==> config.mk <==
export PLATFORM = sky130hd
export DESIGN_NAME = ex_stage_mc_flat
export DESIGN_NICKNAME = d
export VERILOG_FILES = /design/src/rtl/ex_stage_mc_if.sv /design/src/rtl/ex_stage_mc.sv /design/src/flat_wrapper.sv
export SDC_FILE = /design/constraint.sdc
export NUM_CORES = 1
export LEC_CHECK = 0
export BUFFER_PORTS_ARGS = -buffer_cell sky130_fd_sc_hd__buf_2
export CORE_ASPECT_RATIO = 1.4
export CORE_MARGIN = 8
export CORE_UTILIZATION = 40
export CTS_CLUSTER_DIAMETER = 50
export CTS_CLUSTER_SIZE = 30
export DETAILED_ROUTE_END_ITERATION = 6
export PLACE_DENSITY_LB_ADDON = 0.05
export SETUP_SLACK_MARGIN = 0.15
export SLEW_MARGIN = 30
export SYNTH_ARGS = -nofsm -noshare
export SYNTH_HDL_FRONTEND = slang
export SYNTH_SLANG_ARGS = --single-unit
==> constraint.sdc <==
create_clock -name clk -period 5.2 [get_ports clk]
set_input_delay 1.04 -clock clk [delete_from_list [all_inputs] [get_ports clk]]
set_output_delay 1.04 -clock clk [all_outputs]
set_load 0.05 [all_outputs]
==> src/rtl/ex_stage_mc_if.sv <==
// Bundles the EX stage's upstream inputs and its registered EX/MEM outputs.
// master drives the instruction (upstream); slave is the EX stage itself.
interface ex_stage_mc_if #(
  parameter int unsigned WIDTH  = 32,
  parameter int unsigned REG_AW = 5
);
  logic              i_valid;
  logic              i_stall;
  logic              i_flush;
  logic [WIDTH-1:0]  i_data_a;
  logic [WIDTH-1:0]  i_data_b;
  logic [WIDTH-1:0]  i_se;
  logic [REG_AW-1:0] i_rt;
  logic [REG_AW-1:0] i_rd;
  logic [3:0]        i_ex_ctrl;
  logic [1:0]        i_mem_ctrl;
  logic [1:0]        i_wb_ctrl;
  logic [2:0]        i_funct;
  logic              i_mul;

  logic              o_valid;
  logic [WIDTH-1:0]  o_result;
  logic [WIDTH-1:0]  o_data;
  logic [REG_AW-1:0] o_rd;
  logic              o_zero;
  logic [1:0]        o_mem_ctrl;
  logic [1:0]        o_wb_ctrl;
  logic              o_stall;

  modport master (
    output i_valid, i_stall, i_flush, i_data_a, i_data_b, i_se, i_rt, i_rd,
           i_ex_ctrl, i_mem_ctrl, i_wb_ctrl, i_funct, i_mul,
    input  o_valid, o_result, o_data, o_rd, o_zero, o_mem_ctrl, o_wb_ctrl, o_stall
  );

  modport slave (
    input  i_valid, i_stall, i_flush, i_data_a, i_data_b, i_se, i_rt, i_rd,
           i_ex_ctrl, i_mem_ctrl, i_wb_ctrl, i_funct, i_mul,
    output o_valid, o_result, o_data, o_rd, o_zero, o_mem_ctrl, o_wb_ctrl, o_stall
  );
endinterface

==> src/rtl/ex_stage_mc.sv <==
// Pipeline EX stage: single-cycle ALU plus an iterative shift-add multiplier
// that stalls upstream while it runs; results land in the EX/MEM output register.
module ex_stage_mc #(
  parameter int unsigned WIDTH  = 32,
  parameter int unsigned REG_AW = 5,
  parameter bit          MUL_EN = 1'b1
) (
  input logic          clk,
  input logic          rst_n,
  ex_stage_mc_if.slave bus
);
  localparam int unsigned CW = $clog2(WIDTH + 1);

  typedef enum logic [0:0] {StIdle, StMul} state_e;

  state_e            r_state;
  logic [CW-1:0]     r_cnt;
  logic [WIDTH-1:0]  r_mcand;
  logic [WIDTH-1:0]  r_mplier;
  logic [WIDTH-1:0]  r_prod;
  logic [WIDTH-1:0]  r_mdata;
  logic [REG_AW-1:0] r_mrd;
  logic [1:0]        r_mmem;
  logic [1:0]        r_mwb;

  logic              r_valid;
  logic [WIDTH-1:0]  r_result;
  logic [WIDTH-1:0]  r_data;
  logic [REG_AW-1:0] r_rd;
  logic              r_zero;
  logic [1:0]        r_mem;
  logic [1:0]        r_wb;

  logic [WIDTH-1:0]  w_opb;
  logic [WIDTH-1:0]  w_alu;
  logic [REG_AW-1:0] w_rd;
  logic              w_accept;
  logic              w_mul_req;
  logic [WIDTH-1:0]  w_prod_next;
  logic              w_cnt_full;
  logic              w_cnt_last;
  logic [WIDTH-1:0]  w_mul_res;
  logic              w_mul_done;

  assign w_opb     = bus.i_ex_ctrl[3] ? bus.i_se : bus.i_data_b;
  assign w_rd      = bus.i_ex_ctrl[0] ? bus.i_rd : bus.i_rt;
  assign w_accept  = bus.i_valid & (r_state == StIdle) & ~bus.i_stall & ~bus.i_flush;
  assign w_mul_req = MUL_EN & bus.i_mul;

  always_comb begin
    w_alu = '0;
    case (bus.i_ex_ctrl[2:1])
      2'b00: w_alu = bus.i_data_a + w_opb;
      2'b01: w_alu = bus.i_data_a - w_opb;
      2'b11: w_alu = bus.i_data_a | w_opb;
      default: begin
        case (bus.i_funct)
          3'b000:  w_alu = bus.i_data_a & w_opb;
          3'b001:  w_alu = bus.i_data_a | w_opb;
          3'b010:  w_alu = bus.i_data_a + w_opb;
          3'b110:  w_alu = bus.i_data_a - w_opb;
          3'b111:  w_alu = {{(WIDTH-1){1'b0}}, ($signed(bus.i_data_a) < $signed(w_opb))};
          default: w_alu = '0;
        endcase
      end
    endcase
  end

  // One shift-add step; once the count saturates the product is final and held.
  assign w_prod_next = r_prod + (r_mplier[0] ? r_mcand : '0);
  assign w_cnt_full  = (r_cnt == CW'(WIDTH));
  assign w_cnt_last  = (r_cnt == CW'(WIDTH - 1));
  assign w_mul_res   = w_cnt_full ? r_prod : w_prod_next;
  assign w_mul_done  = (r_state == StMul) & ~bus.i_stall & (w_cnt_full | w_cnt_last);

  always_ff @(posedge clk or negedge rst_n) begin
    if (!rst_n) begin
      r_state  <= StIdle;
      r_cnt    <= '0;
      r_mcand  <= '0;
      r_mplier <= '0;
      r_prod   <= '0;
      r_mdata  <= '0;
      r_mrd    <= '0;
      r_mmem   <= '0;
      r_mwb    <= '0;
      r_valid  <= 1'b0;
      r_result <= '0;
      r_data   <= '0;
      r_rd     <= '0;
      r_zero   <= 1'b0;
      r_mem    <= '0;
      r_wb     <= '0;
    end else if (bus.i_flush) begin
      r_state <= StIdle;
      r_cnt   <= '0;
      r_valid <= 1'b0;
      r_mem   <= '0;
      r_wb    <= '0;
    end else begin
      case (r_state)
        StIdle: begin
          if (w_accept && w_mul_req) begin
            r_state  <= StMul;
            r_cnt    <= '0;
            r_mcand  <= bus.i_data_a;
            r_mplier <= w_opb;
            r_prod   <= '0;
            r_mdata  <= bus.i_data_b;
            r_mrd    <= w_rd;
            r_mmem   <= bus.i_mem_ctrl;
            r_mwb    <= bus.i_wb_ctrl;
            r_valid  <= 1'b0;
            r_mem    <= '0;
            r_wb     <= '0;
          end else if (w_accept) begin
            r_valid  <= 1'b1;
            r_result <= w_alu;
            r_data   <= bus.i_data_b;
            r_rd     <= w_rd;
            r_zero   <= (w_alu == '0);
            r_mem    <= bus.i_mem_ctrl;
            r_wb     <= bus.i_wb_ctrl;
          end else if (!bus.i_stall) begin
            r_valid <= 1'b0;
            r_mem   <= '0;
            r_wb    <= '0;
          end
        end
        StMul: begin
          if (!w_cnt_full) begin
            r_prod   <= w_prod_next;
            r_mcand  <= r_mcand << 1;
            r_mplier <= r_mplier >> 1;
            r_cnt    <= r_cnt + 1'b1;
          end
          if (w_mul_done) begin
            r_state  <= StIdle;
            r_cnt    <= '0;
            r_valid  <= 1'b1;
            r_result <= w_mul_res;
            r_data   <= r_mdata;
            r_rd     <= r_mrd;
            r_zero   <= (w_mul_res == '0);
            r_mem    <= r_mmem;
            r_wb     <= r_mwb;
          end
        end
        default: r_state <= StIdle;
      endcase
    end
  end

  assign bus.o_valid    = r_valid;
  assign bus.o_result   = r_result;
  assign bus.o_data     = r_data;
  assign bus.o_rd       = r_rd;
  assign bus.o_zero     = r_zero;
  assign bus.o_mem_ctrl = r_mem;
  assign bus.o_wb_ctrl  = r_wb;
  assign bus.o_stall    = (r_state == StMul);
endmodule

==> src/flat_wrapper.sv <==
// flat-port wrapper written by rule: the top's interface ports become plain ports
module ex_stage_mc_flat 
#(
  parameter int unsigned WIDTH  = 32,
  parameter int unsigned REG_AW = 5,
  parameter bit          MUL_EN = 1'b1
)
  (clk, rst_n, bus_i_valid, bus_i_stall, bus_i_flush, bus_i_data_a, bus_i_data_b, bus_i_se, bus_i_rt, bus_i_rd, bus_i_ex_ctrl, bus_i_mem_ctrl, bus_i_wb_ctrl, bus_i_funct, bus_i_mul, bus_o_valid, bus_o_result, bus_o_data, bus_o_rd, bus_o_zero, bus_o_mem_ctrl, bus_o_wb_ctrl, bus_o_stall);
  ex_stage_mc_if #(.WIDTH(WIDTH), .REG_AW(REG_AW)) bus_i ();
  input logic clk;
  input logic rst_n;
  input wire logic [$bits(bus_i.i_valid)-1:0] bus_i_valid;
  input wire logic [$bits(bus_i.i_stall)-1:0] bus_i_stall;
  input wire logic [$bits(bus_i.i_flush)-1:0] bus_i_flush;
  input wire logic [$bits(bus_i.i_data_a)-1:0] bus_i_data_a;
  input wire logic [$bits(bus_i.i_data_b)-1:0] bus_i_data_b;
  input wire logic [$bits(bus_i.i_se)-1:0] bus_i_se;
  input wire logic [$bits(bus_i.i_rt)-1:0] bus_i_rt;
  input wire logic [$bits(bus_i.i_rd)-1:0] bus_i_rd;
  input wire logic [$bits(bus_i.i_ex_ctrl)-1:0] bus_i_ex_ctrl;
  input wire logic [$bits(bus_i.i_mem_ctrl)-1:0] bus_i_mem_ctrl;
  input wire logic [$bits(bus_i.i_wb_ctrl)-1:0] bus_i_wb_ctrl;
  input wire logic [$bits(bus_i.i_funct)-1:0] bus_i_funct;
  input wire logic [$bits(bus_i.i_mul)-1:0] bus_i_mul;
  output wire logic [$bits(bus_i.o_valid)-1:0] bus_o_valid;
  output wire logic [$bits(bus_i.o_result)-1:0] bus_o_result;
  output wire logic [$bits(bus_i.o_data)-1:0] bus_o_data;
  output wire logic [$bits(bus_i.o_rd)-1:0] bus_o_rd;
  output wire logic [$bits(bus_i.o_zero)-1:0] bus_o_zero;
  output wire logic [$bits(bus_i.o_mem_ctrl)-1:0] bus_o_mem_ctrl;
  output wire logic [$bits(bus_i.o_wb_ctrl)-1:0] bus_o_wb_ctrl;
  output wire logic [$bits(bus_i.o_stall)-1:0] bus_o_stall;
  assign bus_i.i_valid = bus_i_valid;
  assign bus_i.i_stall = bus_i_stall;
  assign bus_i.i_flush = bus_i_flush;
  assign bus_i.i_data_a = bus_i_data_a;
  assign bus_i.i_data_b = bus_i_data_b;
  assign bus_i.i_se = bus_i_se;
  assign bus_i.i_rt = bus_i_rt;
  assign bus_i.i_rd = bus_i_rd;
  assign bus_i.i_ex_ctrl = bus_i_ex_ctrl;
  assign bus_i.i_mem_ctrl = bus_i_mem_ctrl;
  assign bus_i.i_wb_ctrl = bus_i_wb_ctrl;
  assign bus_i.i_funct = bus_i_funct;
  assign bus_i.i_mul = bus_i_mul;
  assign bus_o_valid = bus_i.o_valid;
  assign bus_o_result = bus_i.o_result;
  assign bus_o_data = bus_i.o_data;
  assign bus_o_rd = bus_i.o_rd;
  assign bus_o_zero = bus_i.o_zero;
  assign bus_o_mem_ctrl = bus_i.o_mem_ctrl;
  assign bus_o_wb_ctrl = bus_i.o_wb_ctrl;
  assign bus_o_stall = bus_i.o_stall;
  ex_stage_mc #(.WIDTH(WIDTH), .REG_AW(REG_AW), .MUL_EN(MUL_EN)) u_core (.clk(clk), .rst_n(rst_n), .bus(bus_i));
endmodule
==> results of run 1 <==
==> final cells by class <==
| class | instances | area share [%] |
|---|---|---|
| flip-flops and latches | 219 | 24.2 |
| clock inverters | 21 | 1.12 |
| diodes | 1 | 0.0110 |
| multi-input cells | 1818 | 52.0 |
| inverters | 113 | 1.87 |
| well taps | 611 | 3.37 |
| clock buffers | 27 | 2.88 |
| repair buffers | 495 | 14.6 |
==> path summary, 6_finish.rpt <==
check                                           to  slack, ps
max in group asynchronous       u_core.r_mplier[6]       3630
setup reg to reg                 u_core.bus.o_zero        580
hold / removal                   u_core.r_prod[14]        470
min in group clk           u_core.bus.o_result[10]        470
hold reg to reg            u_core.bus.o_result[10]        470
setup / recovery                 u_core.bus.o_zero        270
==> state kept, by name, summed over array words and instances, names as in the netlist <==
register / flops
u_core.r_mmem: 2
u_core.r_mcand: 32
u_core.bus.o_stall: 1
u_core.r_cnt: 6
u_core.bus.o_zero: 1
u_core.bus.o_mem_ctrl: 2
u_core.r_mdata: 32
u_core.r_mwb: 2
u_core.bus.o_result: 32
u_core.bus.o_data: 32
u_core.bus.o_valid: 1
u_core.r_mplier: 32
u_core.r_prod: 32
u_core.r_mrd: 5
u_core.bus.o_rd: 5
u_core.bus.o_wb_ctrl: 2
==> placed cells by master, fill, tap and decap left out, types with 45 or more instances in the layout <==
cell | Yosys | routed
buf_4 | 7 | 291
o21ai_0 | 241 | 241
xnor2_1 | 45 | 45
nor2_1 | 153 | 153
inv_1 | 110 | 110
ha_1 | 132 | 132
nand2_1 | 371 | 370
nand3_1 | 56 | 56
mux2i_1 | 143 | 143
a21oi_1 | 162 | 160
buf_2 | 14 | 197
dfrtp_1 | 219 | 218
==> cells by family (layout without fill, tap and decap cells) <==
kind of cell | after synthesis | in the layout | synth area share (%)
XOR/XNOR | 65 | 65 | 3.13
other | 0 | 1 | 0
AND/OR/NAND/NOR | 787 | 787 | 19.8
AO/OA/AOI/OAI | 670 | 670 | 23.3
adder cells (fa/ha/maj) | 135 | 135 | 9.40
multiplexers | 161 | 161 | 8.97
buffers and inverters | 246 | 656 | 5.35
flip-flops | 219 | 219 | 30.1
==> critical path: stages <==
cell and delay [ps]:
buf_2 190, buf_4 220, mux2i_1 210, buf_4 160, ha_1 240, buf_4 190, a21oi_1 490, o21ai_0 240
a21oi_1 220, buf_4 200, buf_4 140, nor2_1 40, a2111oi_0 330, nand3_1 200, a211oi_1 200, nand4_1 190
nor3_1 310, nand4_1 210, nor4_2 250, a211o_1 160
==> per-stage QoR <==
| step | setup TNS [ps] | instance area, um2 | setup slack [ps] | instances | total power (W) |
|---|---|---|---|---|---|
| 6_report | 0 | 22700 | 275 | 3305 | 0.00765 |
| 5_1_grt | 0 | 22700 | 162 | 3304 | 0.00805 |
| 4_1_cts | 0 | 22700 | 279 | 3304 | 0.00766 |
| 3_5_place_dp | -621 | 21800 | -296 | 3256 | 0.00572 |
| 3_3_place_gp | -484 | 21800 | -256 | 3256 | 0.00567 |
| 2_1_floorplan | 0 | 18200 | 217 | 2283 | 0.00435 |
==> metal layers <==
metal  global-route usage (%)  up-vias  wire length [um]
met5                        0        -                42
met4                     20.4        6              6340
met3                     3.88      210              3760
met2                     54.5      552             41400
met1                     33.3     9031             30800
li1                         -     8898                 -
==> power by group <==
part	switching (W)	leakage [nW]	internal, W	total, W
Clock	0.000867	0.439	0.00106	0.00193
Combinational	0.00217	7.96	0.00120	0.00337
Sequential	0.000265	2.81	0.00208	0.00234
==> flow_metrics.py, run 1 <==
metrics = {
    "outcome": {
        "status": "completed",
    },
    "final_layout": {
        "fillers": 4510,
        "multi_input_area_um2": 11800,
        "syn2layout_area_growth_pct": 24.7,
        "nets": 2931,
        "seq_area_um2": 5480,
        "drive_gt1_share_pct": 22.3,
        "final_util_pct": 50.5,
    },
    "floorplan": {
        "die_height_um": 268,
        "num_rows": 92,
        "start_util_pct": 40.5,
        "num_io_pins": 199,
        "die-area_um2": 52700,
        "die_w_um": 196,
        "design.core.area_um2": 45000,
    },
    "clock_network": {
        "hold_buffers": 0,
        "clk_path_buf_depth": 3,
        "cts_tree": "done",
        "cts_buffers": 26,
        "clk_latency_ps": 580,
        "path_clk_slew_ps": 70,
        "cts.sink_count": 219,
        "root_buffer": "clkbuf_16",
        "cts_max_level": 1,
        "cts_resized": 0,
        "cts_setup_buffers": 0,
    },
    "logic_synthesis": {
        "yosysMostFrequentCell": "nand2_1",
        "synth_common_cells": "371 x nand2_1, 241 x o21ai_0, 219 x dfrtp_1, 162 x a21oi_1, 153 x nor2_1",
        "synth_area_leaders": "dfrtp_1 30%, ha_1 9.1%, mux2i_1 7.9%, nand2_1 7.6%, o21ai_0 6.6%",
        "synth_ff_type": "dfrtp_1",
        "synth_cell_type_count": 96,
        "synthArstFlopShare_pct": 100,
        "syn_inst": 2283,
        "synth_seq_area_share_pct": 30.1,
        "synth-seq-cells": 219,
        "synth_area_um2": 18200,
        "synth_edf_count": 0,
        "synth_nets": 2541,
        "synth_top_area_share_pct": 30.1,
        "syn_area_per_cell_um2": 7.98,
        "synth_top_area_cell": "dfrtp_1",
        "yosysWarningCount": 0,
    },
    "setup_path": {
        "crit_path_end_kind": "register",
        "cp.arrival_ps": 5440,
        "crit_start": "bus_i_ex_ctrl[3]",
        "r2r_start": "u_core.r_mplier[0]",
        "reg2regPathDepth": 17,
        "crit_required_ps": 5710,
        "crit_type": "input pin to register",
        "cp-start-kind": "input pin",
        "path_max_fanout": 8,
    },
    "timing": {
        "fin_crit_ps": 4930,
        "fmax_mhz": 203,
        "slew_viol_final": 0,
        "timing.hold.ws_ps": 473,
        "finalHoldViolations": 0,
        "worst-slew-pin-transition_ps": 902,
        "fin_skew_ps": 36.0,
        "setup-violations-final": 0,
        "relSlewSlack_pct": 39.7,
        "period_share_pct": 94.7,
        "rsz0062_at_grt": "false",
    },
    "place": {
        "place_hpwl_mm": 66.1,
        "portBuffers": 198,
        "gp_congestion": 1.08,
    },
    "pwr": {
        "p_leak_nw": 11.2,
        "power_density_nw_per_um2": 337,
        "ir_worst_vdd_mv": 0.315,
    },
    "routing": {
        "dr.first_iter.drc_count": 1223,
        "drc": 0,
        "vias_per_cell": 5.66,
        "final_antenna_net_count": 0,
        "wire_per_inst_um": 24.9,
        "vias": 18700,
        "wl_mm": 82.3,
        "dr.pass1.iters": 5,
    },
    "grt": {
        "grt_pass1_vias": 18900,
        "grt_max_degree": 127,
        "antenna_found_initial": 4,
        "grt_pass1_wl_mm": 121,
        "grt_usage_pct": 30.4,
        "gr-total-overflow": 0,
    },
    "flow_run": {
        "cap_viol_max_count": 0,
    },
    "min_path": {
        "hp-class": "input pin to asynchronous set/reset pin",
    },
}
No activity file was read; power rests on OpenSTA's default activity.
==> run 2, diff against run 1 <==
- REMOVE_ABC_BUFFERS: not set -> 1
==> flow_metrics.py, run 2 (same netlist as run 1, synthesis figures left out) <==
metrics = {
    "setup_path": {
        "cp-start-kind": "input pin",
        "path_max_fanout": 12,
        "crit_buf_inv": 4,
        "cp.arrival_ps": 5300,
        "critPathMaxStageDelay_ps": 440,
        "crit_required_ps": 5700,
        "path_cells": "buf_2, buf_12, mux2i_1, ha_1, buf_4, or2_2, or3_1, a21oi_2, o31ai_1, a2bb2oi_1, o2111ai_2, nor4_2, nand4_1, buf_4, nor3_2, nand4_1, nor4_2, a211o_1",
        "crit_path_end_kind": "register",
        "crit_type": "input pin to register",
        "critical_path.top_delay_family": "simple AND/OR/NAND/NOR gates",
        "slowest_stage": "nor4_2",
    },
    "final_layout": {
        "drive_gt1_share_pct": 21.0,
        "syn2layout_area_growth_pct": 22.6,
        "num_antenna_cells": 0,
        "layout_common_cells": "370 x nand2_1, 246 x buf_4, 240 x o21ai_0",
        "layout_commonest_cell": "nand2_1",
        "multi_input_area_um2": 11800,
        "nets": 2884,
        "final_util_pct": 49.6,
        "fillers": 4517,
        "seq_area_um2": 5480,
    },
    "routing": {
        "wire_per_inst_um": 21.9,
        "wl_mm": 71.3,
        "dr.pass1.iters": 5,
        "vias_per_cell": 5.58,
        "vias": 18200,
        "dr.first_iter.drc_count": 1069,
        "final_antenna_net_count": 0,
        "drc": 0,
    },
    "place": {
        "gp_congestion": 0.947,
        "place_hpwl_mm": 57.4,
        "dp_slack_ps": -509,
        "portBuffers": 198,
    },
    "flow_run": {
        "cap_viol_max_count": 0,
    },
    "floorplan": {
        "start_util_pct": 40.5,
        "design.core.area_um2": 45000,
        "die_height_um": 268,
        "num_io_pins": 199,
        "die_w_um": 196,
        "die-area_um2": 52700,
        "num_rows": 92,
    },
    "timing": {
        "setup-violations-final": 0,
        "slew_viol_final": 0,
        "timing.hold.ws_ps": 371,
        "period_share_pct": 92.3,
        "finalHoldViolations": 0,
        "rsz0062_at_grt": "false",
        "worst-slew-pin-transition_ps": 956,
        "fin_skew_ps": 8.74,
        "fin_crit_ps": 4800,
        "fmax_mhz": 208,
        "setup_ws_ps": 398,
        "relSlewSlack_pct": 36.3,
    },
    "clock_network": {
        "cts_tree": "done",
        "root_buffer": "clkbuf_16",
        "clk_path_buf_depth": 3,
        "path_clk_slew_ps": 60,
        "cts_buffers": 26,
        "clk_latency_ps": 560,
        "cts_setup_buffers": 0,
        "cts_max_level": 1,
        "hold_buffers": 0,
        "cts.sink_count": 219,
    },
    "grt": {
        "gr-total-overflow": 0,
        "antenna_found_initial": 2,
        "grt_max_degree": 127,
        "grt_pass1_vias": 18600,
        "grt_pass1_wl_mm": 110,
        "grt_usage_pct": 26.6,
    },
    "outcome": {
        "status": "completed",
    },
    "pwr": {
        "p_leak_nw": 11.0,
        "power_density_nw_per_um2": 334,
        "power.total_w": 0.00745,
        "ir_worst_vdd_mv": 0.302,
    },
    "min_path": {
        "hp-class": "input pin to asynchronous set/reset pin",
    },
}
## run 2: area by class of cell
class	count	share of cell area [%]
clock inverter	18	0.936
clock buffer	28	3.09
multi-input combinational	1818	53.0
inverter	113	1.90
tap	611	3.42
sequential	219	24.6
timing repair buffer	448	13.1
## run 2: path summary, 6_finish.rpt
| path | from | to | slack, ps | cells past startpoint |
|---|---|---|---|---|
| worst max-delay path | bus_i_ex_ctrl[3] | u_core.bus.o_zero | 400 | 18 |
| worst min-delay path | rst_n | u_core.bus.o_result[4] | 370 | 1 |
| worst max register to register | u_core.r_mplier[0] | u_core.bus.o_zero | 670 | 15 |
| worst min register to register | u_core.bus.o_result[23] | u_core.bus.o_result[23] | 470 | 2 |
| max in group asynchronous | rst_n | u_core.r_mplier[26] | 3710 | 2 |
| min in group clk | u_core.bus.o_result[23] | u_core.bus.o_result[23] | 470 | 2 |
## run 2: repair_timing
item	CTS	global route
resized for setup	1	5
endpoints found under the setup margin	1	1
cloned	0	0
## run 2: worst reg2reg max path: stages, from the launching register on
cell      delay, ps
dfrtp_1         570
buf_4           300
and2_1          160
ha_1            440
nand2_1         150
o21ai_0         520
o21bai_1        240
a31oi_1         170
o21a_1          250
o21ai_0         370
a21oi_1         140
a311o_1         380
xor2_1          290
nor4_1          100
buf_4           150
a211o_1         210
## run 2: report_power, final
part           leakage, nW  total, W  internal [W]  switching (W)
clock network        0.433   0.00193       0.00109       0.000836
logic                 7.73   0.00318       0.00116        0.00202
registers             2.81   0.00234       0.00208       0.000259
## run 2: stage by stage
step,area (um2),TNS (ps),std cells
floorplan,17700,-796080,2150
global placement,21400,-452,3209
detailed placement,21400,-546,3209
CTS,22300,0,3255
global route,22300,0,3255
finish,22300,0,3255
## run 2: routing by layer
metal	share of wire, %	vias up	global-route usage [%]	wire length (um)
met2	50	481	48.7	36000
li1	-	8809	-	-
met4	3.8	2	9.93	2720
met5	0.018	-	0	13
met1	41	8724	31.2	29200
met3	4.7	135	3.68	3380
==> run 3, diff against run 2 <==
- CTS_BUF_LIST: not set -> sky130_fd_sc_hd__clkbuf_4
==> flow_metrics.py, run 3 (same netlist as run 1, synthesis figures left out) <==
metrics = {
    "clock_network": {
        "clk_latency_ps": 810,
        "root_buffer": "clkbuf_4",
        "cts_tree": "done",
        "path_clk_slew_ps": 140,
        "cts_max_level": 1,
        "cts.sink_count": 219,
        "cts_setup_buffers": 0,
        "clk_path_buf_depth": 3,
        "cts_buffers": 26,
    },
    "grt": {
        "antenna_found_initial": 3,
        "grt_pass1_wl_mm": 110,
        "grt_pass1_vias": 18600,
        "gr-total-overflow": 0,
        "grt_usage_pct": 26.6,
        "grt_max_degree": 127,
    },
    "routing": {
        "final_antenna_net_count": 0,
        "dr.first_iter.drc_count": 1138,
        "wl_mm": 71.3,
        "vias_per_cell": 5.57,
        "dr.pass1.iters": 5,
        "vias": 18200,
        "drc": 0,
        "wire_per_inst_um": 21.9,
    },
    "floorplan": {
        "design.core.area_um2": 45000,
        "start_util_pct": 40.5,
        "die_height_um": 268,
        "die_w_um": 196,
        "num_rows": 92,
        "die-area_um2": 52700,
        "num_io_pins": 199,
    },
    "final_layout": {
        "layout_commonest_cell": "nand2_1",
        "final_util_pct": 48.5,
        "syn2layout_area_growth_pct": 19.9,
        "nets": 2884,
        "drive_gt1_share_pct": 20.8,
        "layout_common_cells": "370 x nand2_1, 246 x buf_4, 240 x o21ai_0",
        "finish.instance_area_um2": 21800,
    },
    "outcome": {
        "status": "completed",
    },
    "setup_path": {
        "crit_required_ps": 5930,
        "crit_type": "input pin to register",
        "crit_path_end_kind": "register",
        "r2r_start": "u_core.r_mplier[0]",
        "cp-start-kind": "input pin",
        "crit_start": "bus_i_ex_ctrl[3]",
        "path_max_fanout": 12,
        "cp.arrival_ps": 5560,
        "reg2regPathDepth": 15,
    },
    "timing": {
        "relSlewSlack_pct": 36.5,
        "rsz0062_at_grt": "false",
        "period_share_pct": 92.8,
        "fin_tns_setup_ps": 0,
        "fmax_mhz": 207,
        "worst-slew-pin-transition_ps": 952,
        "finalHoldViolations": 0,
        "slew_viol_final": 0,
        "fin_skew_ps": 46.5,
        "fin_crit_ps": 4820,
        "setup-violations-final": 0,
    },
    "place": {
        "gp_congestion": 0.947,
        "portBuffers": 198,
        "place_hpwl_mm": 57.4,
        "place_area_um2": 21400,
    },
    "pwr": {
        "ir_worst_vdd_mv": 0.213,
        "p_leak_nw": 10.8,
        "power_density_nw_per_um2": 305,
    },
    "min_path": {
        "hp-class": "input pin to asynchronous set/reset pin",
    },
    "flow_run": {
        "cap_viol_max_count": 0,
    },
}
[run 3: metal layers]
metal	global-route usage, %	vias to the layer above	share of wire (%)
met5	0	-	0
met4	9.63	0	3.5
met3	3.43	124	4.9
met2	48.7	504	51
met1	31.3	8712	41
li1	-	8816	-
[run 3: critical path: stages]
cell       delay [ps]
buf_2             230
buf_12            190
mux2i_1           240
ha_1              350
buf_4             180
or2_2             300
or3_1             360
a21oi_2           240
o31ai_1           120
a2bb2oi_1         180
o2111ai_1         340
nor4_2            470
nand4_1           140
buf_4             150
nor3_1            380
nand4_1           230
nor4_2            250
a211o_1           150
[run 3: where the power goes]
part	internal [W]	leakage (nW)	switching [W]
registers	0.00207	2.81	0.000260
logic	0.00116	7.73	0.00202
clock network	0.000405	0.219	0.000739
[run 3: worst paths after layout]
| kind | endpoint | slack [ps] |
|---|---|---|
| max in group asynchronous | u_core.r_mdata[29] | 3940 |
| hold reg to reg | u_core.bus.o_result[23] | 480 |
| setup / recovery | u_core.bus.o_zero | 380 |
| hold / removal | u_core.r_mcand[5] | 110 |
| min in group clk | u_core.r_mdata[9] | 450 |
| setup reg to reg | u_core.bus.o_zero | 640 |
[run 3: what timing repair did]
action / 4_1_cts / 5_1_grt
gates resized for setup: 0 / 2
hold buffers: 0 / 0
endpoints found under the setup margin: 0 / 1
[run 3: through the flow]
stage	total power, W	instances	setup WS, ps	hold slack [ps]
after floorplan	0.00432	2150	-5950	445
after global placement	0.00549	3209	-452	447
after detailed placement	0.00554	3209	-509	450
after CTS	0.00672	3255	373	69.4
after global routing	0.00712	3257	228	95.5
final	0.00666	3259	377	112
[run 3: final cells by class]
class	instances	area, um2
fillers	4566	23200
multi-input cells	1818	11800
flip-flops and latches	219	5480
repair buffers	448	2930
well taps	611	764
inverters	113	424
clock inverters	19	213
clock buffers	27	203
diodes	4	10.0
